==> src/rtl/adder_share_arbiter.sv <==
// rtl/adder_share_arbiter.sv - round-robin sharing of one external combinational adder
module adder_share_arbiter #(
    parameter int NUM_REQ = 4,
    parameter int WIDTH   = 32,
    parameter int ID_W    = $clog2(NUM_REQ)
) (
    input  logic                     clk,
    input  logic                     rst_n,
    input  logic [NUM_REQ-1:0]       req_valid,
    output logic [NUM_REQ-1:0]       req_ready,
    input  logic [NUM_REQ*WIDTH-1:0] req_a,
    input  logic [NUM_REQ*WIDTH-1:0] req_b,
    input  logic [NUM_REQ-1:0]       req_cin,
    output logic [WIDTH-1:0]         add_a,
    output logic [WIDTH-1:0]         add_b,
    output logic                     add_cin,
    input  logic [WIDTH-1:0]         add_y,
    input  logic                     add_cout,
    output logic                     resp_valid,
    input  logic                     resp_ready,
    output logic [ID_W-1:0]          resp_id,
    output logic [WIDTH-1:0]         resp_sum,
    output logic                     resp_cout,
    output logic                     resp_ovf,
    output logic                     busy
);

    typedef enum logic [1:0] {
        IDLE = 2'd0,
        EXEC = 2'd1,
        RESP = 2'd2
    } state_t;

    state_t             state_q;
    logic [ID_W-1:0]    rr_ptr_q;
    logic [ID_W-1:0]    cap_id_q;
    logic [WIDTH-1:0]   add_a_q;
    logic [WIDTH-1:0]   add_b_q;
    logic               add_cin_q;
    logic               resp_valid_q;
    logic [ID_W-1:0]    resp_id_q;
    logic [WIDTH-1:0]   resp_sum_q;
    logic               resp_cout_q;
    logic               resp_ovf_q;

    logic [WIDTH-1:0]   a_arr [NUM_REQ];
    logic [WIDTH-1:0]   b_arr [NUM_REQ];
    logic               grant_found;
    logic [ID_W-1:0]    grant_idx;
    logic [ID_W-1:0]    next_ptr;
    logic               accept_window;
    logic               accept;

    // Unpack the flat operand buses so the grant index can select a lane directly
    for (genvar i = 0; i < NUM_REQ; i++) begin : g_unpack
        assign a_arr[i] = req_a[i*WIDTH +: WIDTH];
        assign b_arr[i] = req_b[i*WIDTH +: WIDTH];
    end

    // Round-robin search: first valid requester at or after the pointer, wrapping
    always_comb begin
        logic [ID_W-1:0] idx;
        grant_found = 1'b0;
        grant_idx   = '0;
        idx         = '0;
        for (int k = 0; k < NUM_REQ; k++) begin
            idx = ID_W'((int'(rr_ptr_q) + k) % NUM_REQ);
            if (!grant_found && req_valid[idx]) begin
                grant_found = 1'b1;
                grant_idx   = idx;
            end
        end
    end

    // Pointer moves to the requester after the one just granted
    assign next_ptr = ID_W'((int'(grant_idx) + 1) % NUM_REQ);

    // A new operation may start when idle, or when the held result is being drained
    assign accept_window = (state_q == IDLE) || ((state_q == RESP) && resp_ready);
    assign accept        = accept_window && grant_found;

    // One-hot ready to the granted requester; held low during reset
    always_comb begin
        req_ready = '0;
        if (rst_n && accept) begin
            req_ready[grant_idx] = 1'b1;
        end
    end

    // Arbitration FSM: capture operands, sample the adder one cycle later, hold the result
    always_ff @(posedge clk or negedge rst_n) begin
        if (!rst_n) begin
            state_q      <= IDLE;
            rr_ptr_q     <= '0;
            cap_id_q     <= '0;
            add_a_q      <= '0;
            add_b_q      <= '0;
            add_cin_q    <= 1'b0;
            resp_valid_q <= 1'b0;
            resp_id_q    <= '0;
            resp_sum_q   <= '0;
            resp_cout_q  <= 1'b0;
            resp_ovf_q   <= 1'b0;
        end else begin
            if (accept) begin
                add_a_q   <= a_arr[grant_idx];
                add_b_q   <= b_arr[grant_idx];
                add_cin_q <= req_cin[grant_idx];
                cap_id_q  <= grant_idx;
                rr_ptr_q  <= next_ptr;
            end
            case (state_q)
                IDLE: begin
                    if (accept) begin
                        state_q <= EXEC;
                    end
                end
                EXEC: begin
                    resp_sum_q   <= add_y;
                    resp_cout_q  <= add_cout;
                    resp_id_q    <= cap_id_q;
                    resp_ovf_q   <= (add_a_q[WIDTH-1] == add_b_q[WIDTH-1]) &&
                                    (add_y[WIDTH-1] != add_a_q[WIDTH-1]);
                    resp_valid_q <= 1'b1;
                    state_q      <= RESP;
                end
                RESP: begin
                    if (resp_ready) begin
                        resp_valid_q <= 1'b0;
                        state_q      <= accept ? EXEC : IDLE;
                    end
                end
                default: begin
                    state_q      <= IDLE;
                    resp_valid_q <= 1'b0;
                end
            endcase
        end
    end

    assign add_a      = add_a_q;
    assign add_b      = add_b_q;
    assign add_cin    = add_cin_q;
    assign resp_valid = resp_valid_q;
    assign resp_id    = resp_id_q;
    assign resp_sum   = resp_sum_q;
    assign resp_cout  = resp_cout_q;
    assign resp_ovf   = resp_ovf_q;
    assign busy       = (state_q != IDLE);

endmodule

==> config.mk <==
export PLATFORM = sky130hd
export DESIGN_NAME = adder_share_arbiter
export DESIGN_NICKNAME = d
export VERILOG_FILES = /design/src/rtl/adder_share_arbiter.sv
export SDC_FILE = /design/constraint.sdc
export NUM_CORES = 1
export LEC_CHECK = 0
export BUFFER_PORTS_ARGS = -buffer_cell sky130_fd_sc_hd__clkbuf_2
export CORE_AREA = 4 4 156 158
export DETAILED_ROUTE_END_ITERATION = 8
export DIE_AREA = 0 0 160 162
export GPL_TIMING_DRIVEN = 1
export PLACE_DENSITY_LB_ADDON = 0.3
export SLEW_MARGIN = 20
export SYNTH_ARGS = -nofsm -noshare
export SYNTH_HDL_FRONTEND = slang
export SYNTH_SLANG_ARGS = --single-unit
==> constraint.sdc <==
create_clock -name clk -period 5.4 [get_ports clk]
set_input_delay 0.54 -clock clk [delete_from_list [all_inputs] [get_ports clk]]
set_output_delay 0.54 -clock clk [all_outputs]
set_load 0.005 [all_outputs]
# After elaboration in Yosys (flattened, before gate mapping)
# Index checks and enable logic that the tools add are counted.
classes:
  mux: 33
  reduce_logical: 16
  n_lt_le_gt_ge: 7
  eq_ne: 6
  bitwise: 2
  add_sub_neg: 4
op_table:
  columns: ["cell", "count"]
  rows:
  - ["binary-select mux 32 bit (select 2 bit)", 2]
  - ["two-way mux 32 bit", 4]
  - ["< comparator 2 x 3 -> 1 bit (second input constant)", 5]
  - ["two-way mux 1 bit", 12]
  - ["two-way mux 2 bit", 6]
  - ["binary-select mux 1 bit (select 2 bit)", 5]
  - ["logical AND 1 bit", 8]
  - ["one-hot mux 2 bit (3 select lines)", 1]
  - ["adder 2 x 1 -> 2 bit (second input constant)", 2]
  - ["adder 2 bit (second input constant)", 2]
  - ["two-way mux 4 bit", 1]
  - ["!= test 2 bit (second input constant)", 2]
  - ["AND reduction 2 bit", 2]
  - [">= comparator 3 bit (second input constant)", 1]
  - ["logical NOT 1 bit", 3]
  - ["inverter 2 -> 3 bit", 1]
  - ["one-hot mux 1 bit (3 select lines)", 1]
  - ["demux 1 bit (select 2 bit)", 1]
  - ["equality test 2 x 1 -> 1 bit (second input constant)", 1]
  - ["equality test 2 bit (second input constant)", 1]
  - [">= comparator 2 x 1 -> 1 bit (second input constant)", 1]
  - ["logical NOT 2 bit", 1]
  - ["nonzero test 2 bit", 1]
  - ["equality test 1 bit", 1]
  - ["other kinds (3)", 3]
word_totals:
  in_bits: 300
  reg_bits: 108
  out_inout_bits: 107
  word_cells: 79

# Depth between registers and ports, before layout
# Gate-level depths: netlist (run 1).
depth:
  ltp_word: 17
  mapped_depth: 9
  depth_no_buf: 6

# Least setup slack after synthesis (run 1)
# OpenSTA, ideal clock, no wires.
synth_timing:
  kind: "input port to output port"
  from: "input port req_valid[0]"
  to: "output port req_ready[1]"
  arrival_ns: 1.740
  t_required_ns: 4.860
  path_slack_ns: 3.120
  path_buffers: 3
  stages: 9
  path_cell_list: "a21o_1 a21oi_1 o22a_1 buf_6 buf_12 buf_12 inv_2 ha_1 and3_1"
synth_between:
  elab_chain_cells: 17
  word_cells_on_any_way: 30
  cone_classes: "order compare (2); mux (19); reduce/logical (9)"
synth_lines:
  columns: ["item", "line_no", "source"]
  rows:
  - ["start, declared", "9", "input logic [NUM_REQ-1:0] req_valid,"]
  - ["binary-select mux 1 bit (select 2 bit)", "68", "if (!grant_found && req_valid[idx]) begin"]
  - ["two-way mux 1 bit (implied by the code)", "68", null]
  - ["two-way mux 1 bit", "68", null]
  - ["logical NOT 1 bit", "68", null]
  - ["logical AND 1 bit", "68", null]
  - ["two-way mux 1 bit", "68", null]
  - ["logical NOT 1 bit", "68", null]
  - ["logical AND 1 bit", "68", null]
  - ["(+2 left out)", null, null]
  - ["logical AND 1 bit", "68", null]
  - ["two-way mux 2 bit *", "68", null]
  - ["named net grant_idx[1]", "49", "logic [ID_W-1:0] grant_idx;"]
  - ["< comparator 2 x 3 -> 1 bit (implied by the code) or >= comparator 2 x 1 -> 1 bit (tied branches)", "86", "req_ready[grant_idx] = 1'b1;"]
  - ["logical AND 1 bit (implied by the code)", "86", null]
  - ["two-way mux 1 bit (implied by the code)", "86", null]
  - ["demux 1 bit (select 2 bit) *", "86", null]
  - ["two-way mux 4 bit *", "85", "if (rst_n && accept) begin"]
  - ["end, declared", "10", "output logic [NUM_REQ-1:0] req_ready,"]
# Mark *: on every way through the listed nets, which the timed path passes. The rest lies on a longest branch. The select of a mux whose other input is x is not followed.

# Final worst setup path (run 1)
layout_timing:
  from: "register rr_ptr_q[1]"
  to: "output port req_ready[1]"
layout_between:
  elab_chain_cells: 17
  word_cells_on_any_way: 33
  cone_classes: "add/sub (3); order compare (2); mux (19); reduce/logical (9)"
layout_lines:
  columns: ["item", "line_no", "source"]
  rows:
  - ["start, declared", "35", "logic [ID_W-1:0] rr_ptr_q;"]
  - ["start signal, assigned", "110", "rr_ptr_q <= next_ptr;"]
  - ["branches (longest 16 deep; another with < comparator 2 x 3 -> 1 bit)", null, null]
  - ["two-way mux 4 bit *", "85", null]
# Every way passes the cells marked *. The select of a mux whose other input is x is not followed.

==> results of run 1 <==
final cells by class:
cell class,count,area (µm²)
Antenna cell,1,2.50
Clock buffer,9,225
Clock inverter,7,78.8
Fill cell,2378,14800
Inverter,7,26.3
Multi-Input combinational cell,337,2820
Sequential cell,108,2700
Tap cell,290,363
Timing Repair Buffer,413,2120
power groups by stage:
stage / Clock, mW / Combinational [mW] / Sequential [mW]
2_1_floorplan: 0 / 1.41 / 1.48
3_3_place_gp: 0 / 2.10 / 1.46
3_5_place_dp: 0 / 2.12 / 1.47
4_1_cts: 0.720 / 2.12 / 1.46
5_1_grt: 0.757 / 2.31 / 1.52
6_report: 0.685 / 2.08 / 1.46
cell usage after synthesis (5+ instances only):
library cell    n
a21oi_1         6
buf_12          9
buf_2           7
buf_4           5
buf_6           5
bufbuf_8        5
clkbuf_1        7
dfrtp_1       108
mux2_2         35
mux2i_1       130
nand2_1        73
nor2_1          5
o221ai_1       64
logic make-up after synthesis:
group | count (synthesis) | synth area share [%]
simple gates | 87 | 5.85
fa+ha+maj | 4 | 0.838
mux | 165 | 28.4
buf+inv | 47 | 7.81
compound gates | 81 | 11.9
flops | 108 | 45.3
flip-flops by register name, indices dropped and copies added (netlist names):
name / count
add_a: 32
add_b: 32
add_cin: 1
cap_id_q: 2
resp_cout: 1
resp_id: 2
resp_ovf: 1
resp_sum: 32
resp_valid: 1
rr_ptr_q: 2
state_q: 2
how the worst max path moves through the flow:
| stage | cells past startpoint | slack [ps] | endpoint |
|---|---|---|---|
| after floorplan | 9 | 3120 | req_ready[1] |
| after global placement | 7 | 2700 | add_a[5]$_DFFE_PN0N_ |
| after detailed placement | 8 | 2660 | add_a[26]$_DFFE_PN0N_ |
| after CTS | 7 | 2790 | req_ready[1] |
| after global routing | 7 | 2670 | req_ready[1] |
| final | 7 | 2840 | req_ready[1] |
routing by layer:
layer / vias to the layer above / GRT usage (%) / part of all wire, %
met5: - / 0 / 0
met4: 0 / 4.07 / 1.3
met3: 15 / 6.01 / 9.5
met2: 236 / 26.8 / 52
met1: 2551 / 16.8 / 37
li1: 2611 / - / -
stage by stage:
stage / std cells / worst slack, ps / total power, mW
3_3_place_gp: 1154 / 2700 / 3.57
3_5_place_dp: 1154 / 2660 / 3.59
4_1_cts: 1170 / 2790 / 4.30
2_1_floorplan: 492 / 3120 / 2.89
5_1_grt: 1172 / 2670 / 4.60
6_report: 1172 / 2840 / 4.23
==> flow_summary_export.csv, run 1 <==
group,metric,value,unit
status,outcome,"completed",
synth,async_reset_ff_share,100,%
floorplanning,core_area,23100,µm²
placed_design,portBuffers,406,
global_route,grtUsageTotal,15.1,%
drt,routedWlPerCell,17.3,µm
timing,fmax,0.390,GHz
synth,synth-seq-area-share,45.3,%
floorplanning,die_h,162,µm
critical_path,crit_type,"flop to output port",
pwr,leakagePower,4.45,nW
critical_path,path_cells,"a21o_1 > a21oi_1 > o22a_4 > inv_2 > ha_1 > and3_1 > clkbuf_2",
synth,synth_area,5970,µm²
critical_path,crit_path_end_kind,"output port",
timing,whs,178,ps
global_route,grt_pass1_vias,5815,
drt,dr.pass1.iters,4,
global_route,antenna_found_initial,1,
timing,tightest_slew,985,ps
floorplanning,placementRows,56,
synth,syn_inst,492,
drt,num_vias,5413,
timing,slew_viol_final,0,
pwr,combPwrFrac,49.2,%
synth,synth.avg_cell_area,12.1,µm²
pwr,p_per_area,508,nW/µm²
finish,fin_util,36.1,%
clocking,clk_root_buffer_cell,"clkbuf_16",
drt,ant_nets,0,
global_route,overflow,0,
synth,yosys_warnings,0,
synth,yosysTopAreaCellShare,45.3,%
drt,viasPerCell,4.62,
timing,hold_viol_final,0,
pwr,swShare,39.3,%
clocking,htree_levels,3,
critical_path,path_buf_inv,2,
pwr,p_sw,1.66,mW
pwr,internal_power,2.57,mW
pwr,power_frac_seq,34.6,%
placed_design,placed_cell_area,8010,µm²
pwr,pwr-share-clk,16.2,%
floorplanning,io_pins,407,
critical_path,r2r_start,"rr_ptr_q[1]$_DFFE_PN0N_",
timing,period_share,47.4,%
finish,final_common_cell,"clkbuf_2",
floorplanning,start_util,25.8,%
timing,rsz0062_at_grt,"false",
critical_path,r2r_end,"add_a[6]$_DFFE_PN0N_",
critical_path,cp-start-kind,"flop",
timing,tns,0,ps
finish,layout_common_cells,"clkbuf_2 (405), mux2i_1 (130), dfrtp_1 (108), nand2_1 (72), o221ai_1 (64)",
drt,drt-initial-drc-count,220,
critical_path,regToRegSetupSlack,2920,ps
synth,ys_types,33,
clocking,cts_tree,"yes",
clocking,clockBufferDepth,2,
synth,synth_edf_count,0,
synth,synth_seq_cells,108,
global_route,grt_pass1_wl,31.4,mm
critical_path,cp.required,4860,ps
timing,clock_skew,13.4,ps
synth,synth_top_cell_by_area,"dfrtp_1",
drt,routed_wl,20.3,mm
clocking,cts_resized,0,
floorplanning,dieArea,25900,µm²
timing,slew_headroom,34.4,%
critical_path,cp_slowest_stage_delay,470,ps
finish,nNetsFinal,1180,
clocking,cts_setup_buffers,0,
floorplanning,die_w,160,µm
timing,period_needed,2560,ps
run,maxCapViolCount,0,
critical_path,startpoint,"rr_ptr_q[1]$_DFFE_PN0N_",
clocking,cts.clk_slew.worst_paths,80,ps
critical_path,crit_arrival,2020,ps
critical_path,crit_family,"compound AO/OA/AOI/OAI gates",
placed_design,gp_congestion,0.803,
finish,drive_gt1_share,53.9,%
synth,synth_fp_nets,796,
synth,synth_top_flop_cell,"dfrtp_1",
clocking,clock-sinks,108,
clocking,clkLatencyLatePin,350,ps
timing,setup_viol,0,
synth,yosys-top-cells-area,"dfrtp_1 (45%), mux2i_1 (22%), o221ai_1 (9.4%)",
critical_path,critPathSlowestCell,"dfrtp_1",
critical_path,reg2reg_depth,6,
min_path,min-delay-path-class,"input port to asynchronous set/reset pin",
clocking,hold_buffers,0,
clocking,cts_buffers,9,
finish,fin_area,8340,µm²
global_route,grt_max_degree,74,
pwr,max-vdd-ir-drop,342,µV
placed_design,dpl.hpwl,15.5,mm
finish,area_delta_synth_final,39.6,%
drt,drc,0,
critical_path,critPathMaxFanout,12,
No activity file was read; power rests on OpenSTA's default activity.
==> run 2: changes to the inputs <==
==> constraint.sdc (replaced) <==
create_clock -name clk -period 2.5 [get_ports clk]
set_input_delay 0.25 -clock clk [delete_from_list [all_inputs] [get_ports clk]]
set_output_delay 0.25 -clock clk [all_outputs]
set_load 0.005 [all_outputs]
==> run 2 against run 1 <==
  * Via count up 1.8%
  * Critical path depth up 1
  * Register-to-register slack worse by 2500 ps
  * Die area unchanged
  * Sequential share of layout area down 0.47 points
  * Critical endpoint unchanged
==> flow_summary_export.csv, run 2 (synthesized netlist as in run 1, its figures left out) <==
group,metric,value,unit
finish,drive_gt1_share,54.5,%
pwr,p_sw,3.69,mW
placed_design,portBuffers,406,
placed_design,dp_slack,419,ps
drt,viasPerCell,4.66,
floorplanning,placementRows,56,
drt,routedWlPerCell,17.3,µm
drt,ant_nets,0,
floorplanning,die_h,162,µm
min_path,min-delay-path-class,"input port to flop",
timing,period_needed,2370,ps
critical_path,critPathSlowestCell,"dfrtp_2",
pwr,p_per_area,1100,nW/µm²
timing,setup_viol,0,
critical_path,crit_path_end_kind,"output port",
critical_path,crit_type,"flop to output port",
pwr,combPwrFrac,49.6,%
status,outcome,"completed",
floorplanning,dieArea,25900,µm²
finish,nNetsFinal,1191,
critical_path,path_cells,"a21o_1 > a21oi_1 > o22a_4 > buf_12 > inv_2 > ha_1 > and3_1 > clkbuf_2",
global_route,overflow,0,
run,maxCapViolCount,0,
pwr,leakagePower,4.51,nW
clocking,clk_root_buffer_cell,"clkbuf_16",
critical_path,critPathMaxFanout,18,
drt,routed_wl,20.4,mm
clocking,clkLatencyLatePin,360,ps
drt,num_vias,5510,
timing,slew_headroom,45.6,%
floorplanning,core_area,23100,µm²
critical_path,cp_slowest_stage_delay,460,ps
critical_path,crit_arrival,2120,ps
finish,final_common_cell,"clkbuf_2",
pwr,max-vdd-ir-drop,511,µV
floorplanning,io_pins,407,
global_route,grt_pass1_vias,6009,
clocking,cts_tree,"yes",
drt,dr.pass1.iters,4,
clocking,htree_levels,3,
timing,period_share,95.0,%
clocking,cts_buffers,9,
timing,hold_viol_final,0,
global_route,grtUsageTotal,15.2,%
floorplanning,start_util,25.8,%
critical_path,cp-start-kind,"flop",
global_route,grt_max_degree,71,
timing,tightest_slew,816,ps
placed_design,placed_cell_area,8140,µm²
clocking,cts.clk_slew.worst_paths,90,ps
clocking,clockBufferDepth,2,
pwr,power_frac_seq,33.8,%
placed_design,dpl.hpwl,15.7,mm
timing,slew_viol_final,0,
drt,drc,0,
finish,fillers,2353,
finish,layout_common_cells,"clkbuf_2 (405), mux2i_1 (130), dfrtp_1 (107), nand2_1 (72), o221ai_1 (64)",
global_route,grt_pass1_wl,31.8,mm
floorplanning,die_w,160,µm
pwr,pwr-share-clk,16.7,%
pwr,internal_power,5.67,mW
finish,antenna_cells,0,
placed_design,gp_congestion,0.784,
clocking,clock-sinks,108,
critical_path,cp.required,2250,ps
finish,fin_util,36.6,%
drt,drt-initial-drc-count,253,
finish,area_delta_synth_final,41.8,%
timing,tns,0,ps
finish,fin_area,8470,µm²
timing,layout_setup_ws,126,ps
global_route,antenna_found_initial,0,
timing,rsz0062_at_grt,"false",
clocking,cts_setup_buffers,0,
pwr,swShare,39.4,%
timing,fmax,0.421,GHz
timing,whs,111,ps
timing,clock_skew,14.4,ps
==> run 2: changes by cell type in the layout (fill, tap and decap cells not counted), moves of 2 or more <==
cell and change:
buf_12 +4, buf_4 +7, clkinv_4 -2, inv_12 +2, inv_8 +2
==> run 2: layout make-up <==
type	instances	area, µm²	area share, %
Multi-Input combinational cell	337	2820	33.3
Timing Repair Buffer	424	2230	26.4
Sequential cell	108	2700	31.9
Clock inverter	7	91.3	1.08
Inverter	7	26.3	0.310
Clock buffer	9	225	2.66
Tap cell	290	363	4.29
==> run 2: path summary, 6_finish.rpt <==
kind                                       endpoint  depth (start not counted)                    start  slack, ps
setup / recovery                       req_ready[1]                          8  rr_ptr_q[1]$_DFFE_PN0N_        130
hold / removal             resp_sum[21]$_DFFE_PN0P_                          2                add_y[21]        110
setup reg to reg               add_b[1]$_DFFE_PN0N_                          7  rr_ptr_q[1]$_DFFE_PN0N_        430
hold reg to reg             cap_id_q[1]$_DFFE_PN0N_                          2  cap_id_q[1]$_DFFE_PN0N_        490
max in group asynchronous      add_a[0]$_DFFE_PN0N_                          3                    rst_n       1260
min in group asynchronous  resp_sum[24]$_DFFE_PN0P_                          2                    rst_n        280
==> run 2: per-layer routing <==
metal | share of wire [%] | wire (µm) | vias to the layer above | GRT usage [%]
met3 | 9.3 | 1900 | 18 | 5.56
li1 | - | - | 2632 | -
met4 | 1.4 | 278 | 0 | 4.42
met5 | 0 | 0 | - | 0
met2 | 52 | 10600 | 240 | 27.7
met1 | 38 | 7690 | 2620 | 16.5
==> run 2: through the flow <==
| step | power (mW) | instances |
|---|---|---|
| 2_1_floorplan | 6.24 | 492 |
| 3_3_place_gp | 7.86 | 1165 |
| 3_5_place_dp | 7.91 | 1165 |
| 4_1_cts | 9.51 | 1182 |
| 5_1_grt | 10.1 | 1182 |
| 6_report | 9.35 | 1182 |
==> run 2: repair_timing <==
action                                 in CTS  in global routing
endpoints found under the hold margin      10                  0
hold buffers                                1                  0
gates resized for setup                     0                  1
setup endpoints to repair                   0                  1
==> run 2: worst max-delay path, delay by kind of cell (launching register included) <==
family,cells,cell delay [ps]
AOI/OAI and AO/OA,3,570
adders and majority gates,1,170
buffers and inverters,3,380
DFF,1,460
and+or+nand+nor,1,160
==> run 2: power groups by stage <==
stage | Clock (mW) | Sequential (mW) | Combinational [mW]
2_1_floorplan | 0 | 3.19 | 3.05
3_3_place_gp | 0 | 3.17 | 4.68
3_5_place_dp | 0 | 3.17 | 4.73
4_1_cts | 1.62 | 3.16 | 4.73
5_1_grt | 1.68 | 3.29 | 5.11
6_report | 1.56 | 3.16 | 4.63
==> run 3: changes to the inputs <==
==> constraint.sdc (replaced) <==
create_clock -name clk -period 2.8 [get_ports clk]
set_input_delay 0.28 -clock clk [delete_from_list [all_inputs] [get_ports clk]]
set_output_delay 0.28 -clock clk [all_outputs]
set_load 0.005 [all_outputs]
==> run 3 against run 2 <==
  * Sequential power is 10% lower
  * Critical path type unchanged
  * Cell count barely moved
  * Worst hold slack improved by 23 ps
  * Final area fell by 0.52%
  * Combinational power fell by 12%
  * Critical path depth decreased by 1
  * Total power is 11% lower
  * Routed wire length fell by 0.14%
  * Sequential share of layout area grew 0.15 points
  * Via count grew 0.31%
  * Core utilization down 0.19 points
==> flow_summary_export.csv, run 3 (synthesized netlist as in run 1, its figures left out) <==
group,metric,value,unit
global_route,overflow,0,
critical_path,cp.required,2520,ps
clocking,clockBufferDepth,2,
clocking,cts_setup_buffers,0,
global_route,grt_pass1_vias,5983,
finish,fin_cells,1181,
drt,drc,0,
timing,fmax,0.400,GHz
placed_design,dp_slack,524,ps
finish,fin_area,8420,µm²
timing,hold_viol_final,0,
timing,whs,134,ps
critical_path,crit_path_end_kind,"output port",
floorplanning,die_w,160,µm
critical_path,crit_type,"flop to output port",
floorplanning,io_pins,407,
finish,nNetsFinal,1190,
placed_design,dpl.hpwl,15.8,mm
finish,fin_util,36.4,%
pwr,p_per_area,987,nW/µm²
status,outcome,"completed",
global_route,grtUsageTotal,15.2,%
clocking,cts_buffers,9,
global_route,antenna_found_initial,0,
finish,final_common_cell,"clkbuf_2",
critical_path,crit_arrival,2220,ps
timing,slew_viol_final,0,
clocking,clock-sinks,108,
pwr,total_power,8.31,mW
global_route,grt_max_degree,71,
finish,area_delta_synth_final,41.0,%
clocking,clkLatencyLatePin,370,ps
critical_path,critPathMaxFanout,24,
pwr,max-vdd-ir-drop,800,µV
clocking,htree_levels,3,
clocking,cts_tree,"yes",
critical_path,cp-start-kind,"flop",
timing,clock_skew,25.3,ps
floorplanning,die_h,162,µm
critical_path,cp_slowest_stage_delay,460,ps
critical_path,critPathSlowestCell,"dfrtp_1",
clocking,clk_root_buffer_cell,"clkbuf_16",
drt,dr.pass1.iters,4,
clocking,cts.clk_slew.worst_paths,100,ps
timing,setup_viol,0,
floorplanning,core_area,23100,µm²
timing,rsz0062_at_grt,"false",
placed_design,placed_cell_area,8090,µm²
finish,drive_gt1_share,54.3,%
placed_design,portBuffers,406,
critical_path,crit_family,"compound AO/OA/AOI/OAI gates",
placed_design,place_inst,1164,
drt,drt-initial-drc-count,268,
floorplanning,dieArea,25900,µm²
drt,viasPerCell,4.68,
drt,routed_wl,20.4,mm
finish,layout_common_cells,"clkbuf_2 (405), mux2i_1 (130), dfrtp_1 (108), nand2_1 (72), o221ai_1 (64)",
drt,ant_nets,0,
floorplanning,start_util,25.8,%
pwr,leakagePower,4.50,nW
floorplanning,placementRows,56,
run,maxCapViolCount,0,
timing,period_needed,2500,ps
critical_path,path_cells,"a21o_1 > a21oi_1 > o22a_4 > buf_12 > ha_1 > and3_1 > clkbuf_2",
placed_design,gp_congestion,0.776,
drt,routedWlPerCell,17.3,µm
global_route,grt_pass1_wl,31.7,mm
drt,num_vias,5527,
timing,layout_setup_ws,298,ps
timing,slew_headroom,44.3,%
timing,tightest_slew,836,ps
finish,antenna_cells,0,
critical_path,path_buf_inv,2,
timing,tns,0,ps
min_path,min-delay-path-class,"input port to flop",
timing,period_share,89.4,%
==> run 3: cell count changes in the layout (fill, tap and decap cells not counted), sizes merged <==
cell / before / now
inv: 13 / 12
clkinv: 1 / 2
buf: 18 / 17
==> run 3: layout make-up <==
type	count	area [µm²]
fillers	2332	14700
multi-input cells	337	2820
flip-flops and latches	108	2700
repair buffers	423	2190
well taps	290	363
clock buffers	9	225
clock inverters	7	93.8
inverters	7	26.3
==> run 3: power breakdown <==
part | switching [mW] | internal (mW)
registers | 0.467 | 2.36
logic | 2.10 | 1.98
clock network | 0.741 | 0.660
==> run 3: path summary, 6_finish.rpt <==
check,startpoint,to,slack (ps),depth (start not counted)
max,rr_ptr_q[1]$_DFFE_PN0N_,req_ready[2],300,7
min,add_y[16],resp_sum[16]$_DFFE_PN0P_,130,2
max reg2reg,rr_ptr_q[1]$_DFFE_PN0N_,add_a[6]$_DFFE_PN0N_,520,7
min reg2reg,cap_id_q[0]$_DFFE_PN0N_,cap_id_q[0]$_DFFE_PN0N_,490,2
max in group asynchronous,rst_n,add_a[2]$_DFFE_PN0N_,1460,3
min in group asynchronous,rst_n,resp_sum[21]$_DFFE_PN0P_,390,2
==> run 3: repair_timing <==
action / 4_1_cts / 5_1_grt
gates resized for setup: 0 / 0
hold buffers: 1 / 0
hold endpoints to repair: 27 / 0
==> run 3: metal layers <==
metal  part of all wire [%]  vias to the layer above  global-route usage, %
met2                     51                      258                   27.0
met5                      0                        -                      0
met1                     39                     2613                   17.1
met4                    2.2                        0                   5.44
met3                    8.5                       25                   4.82
li1                       -                     2631                      -
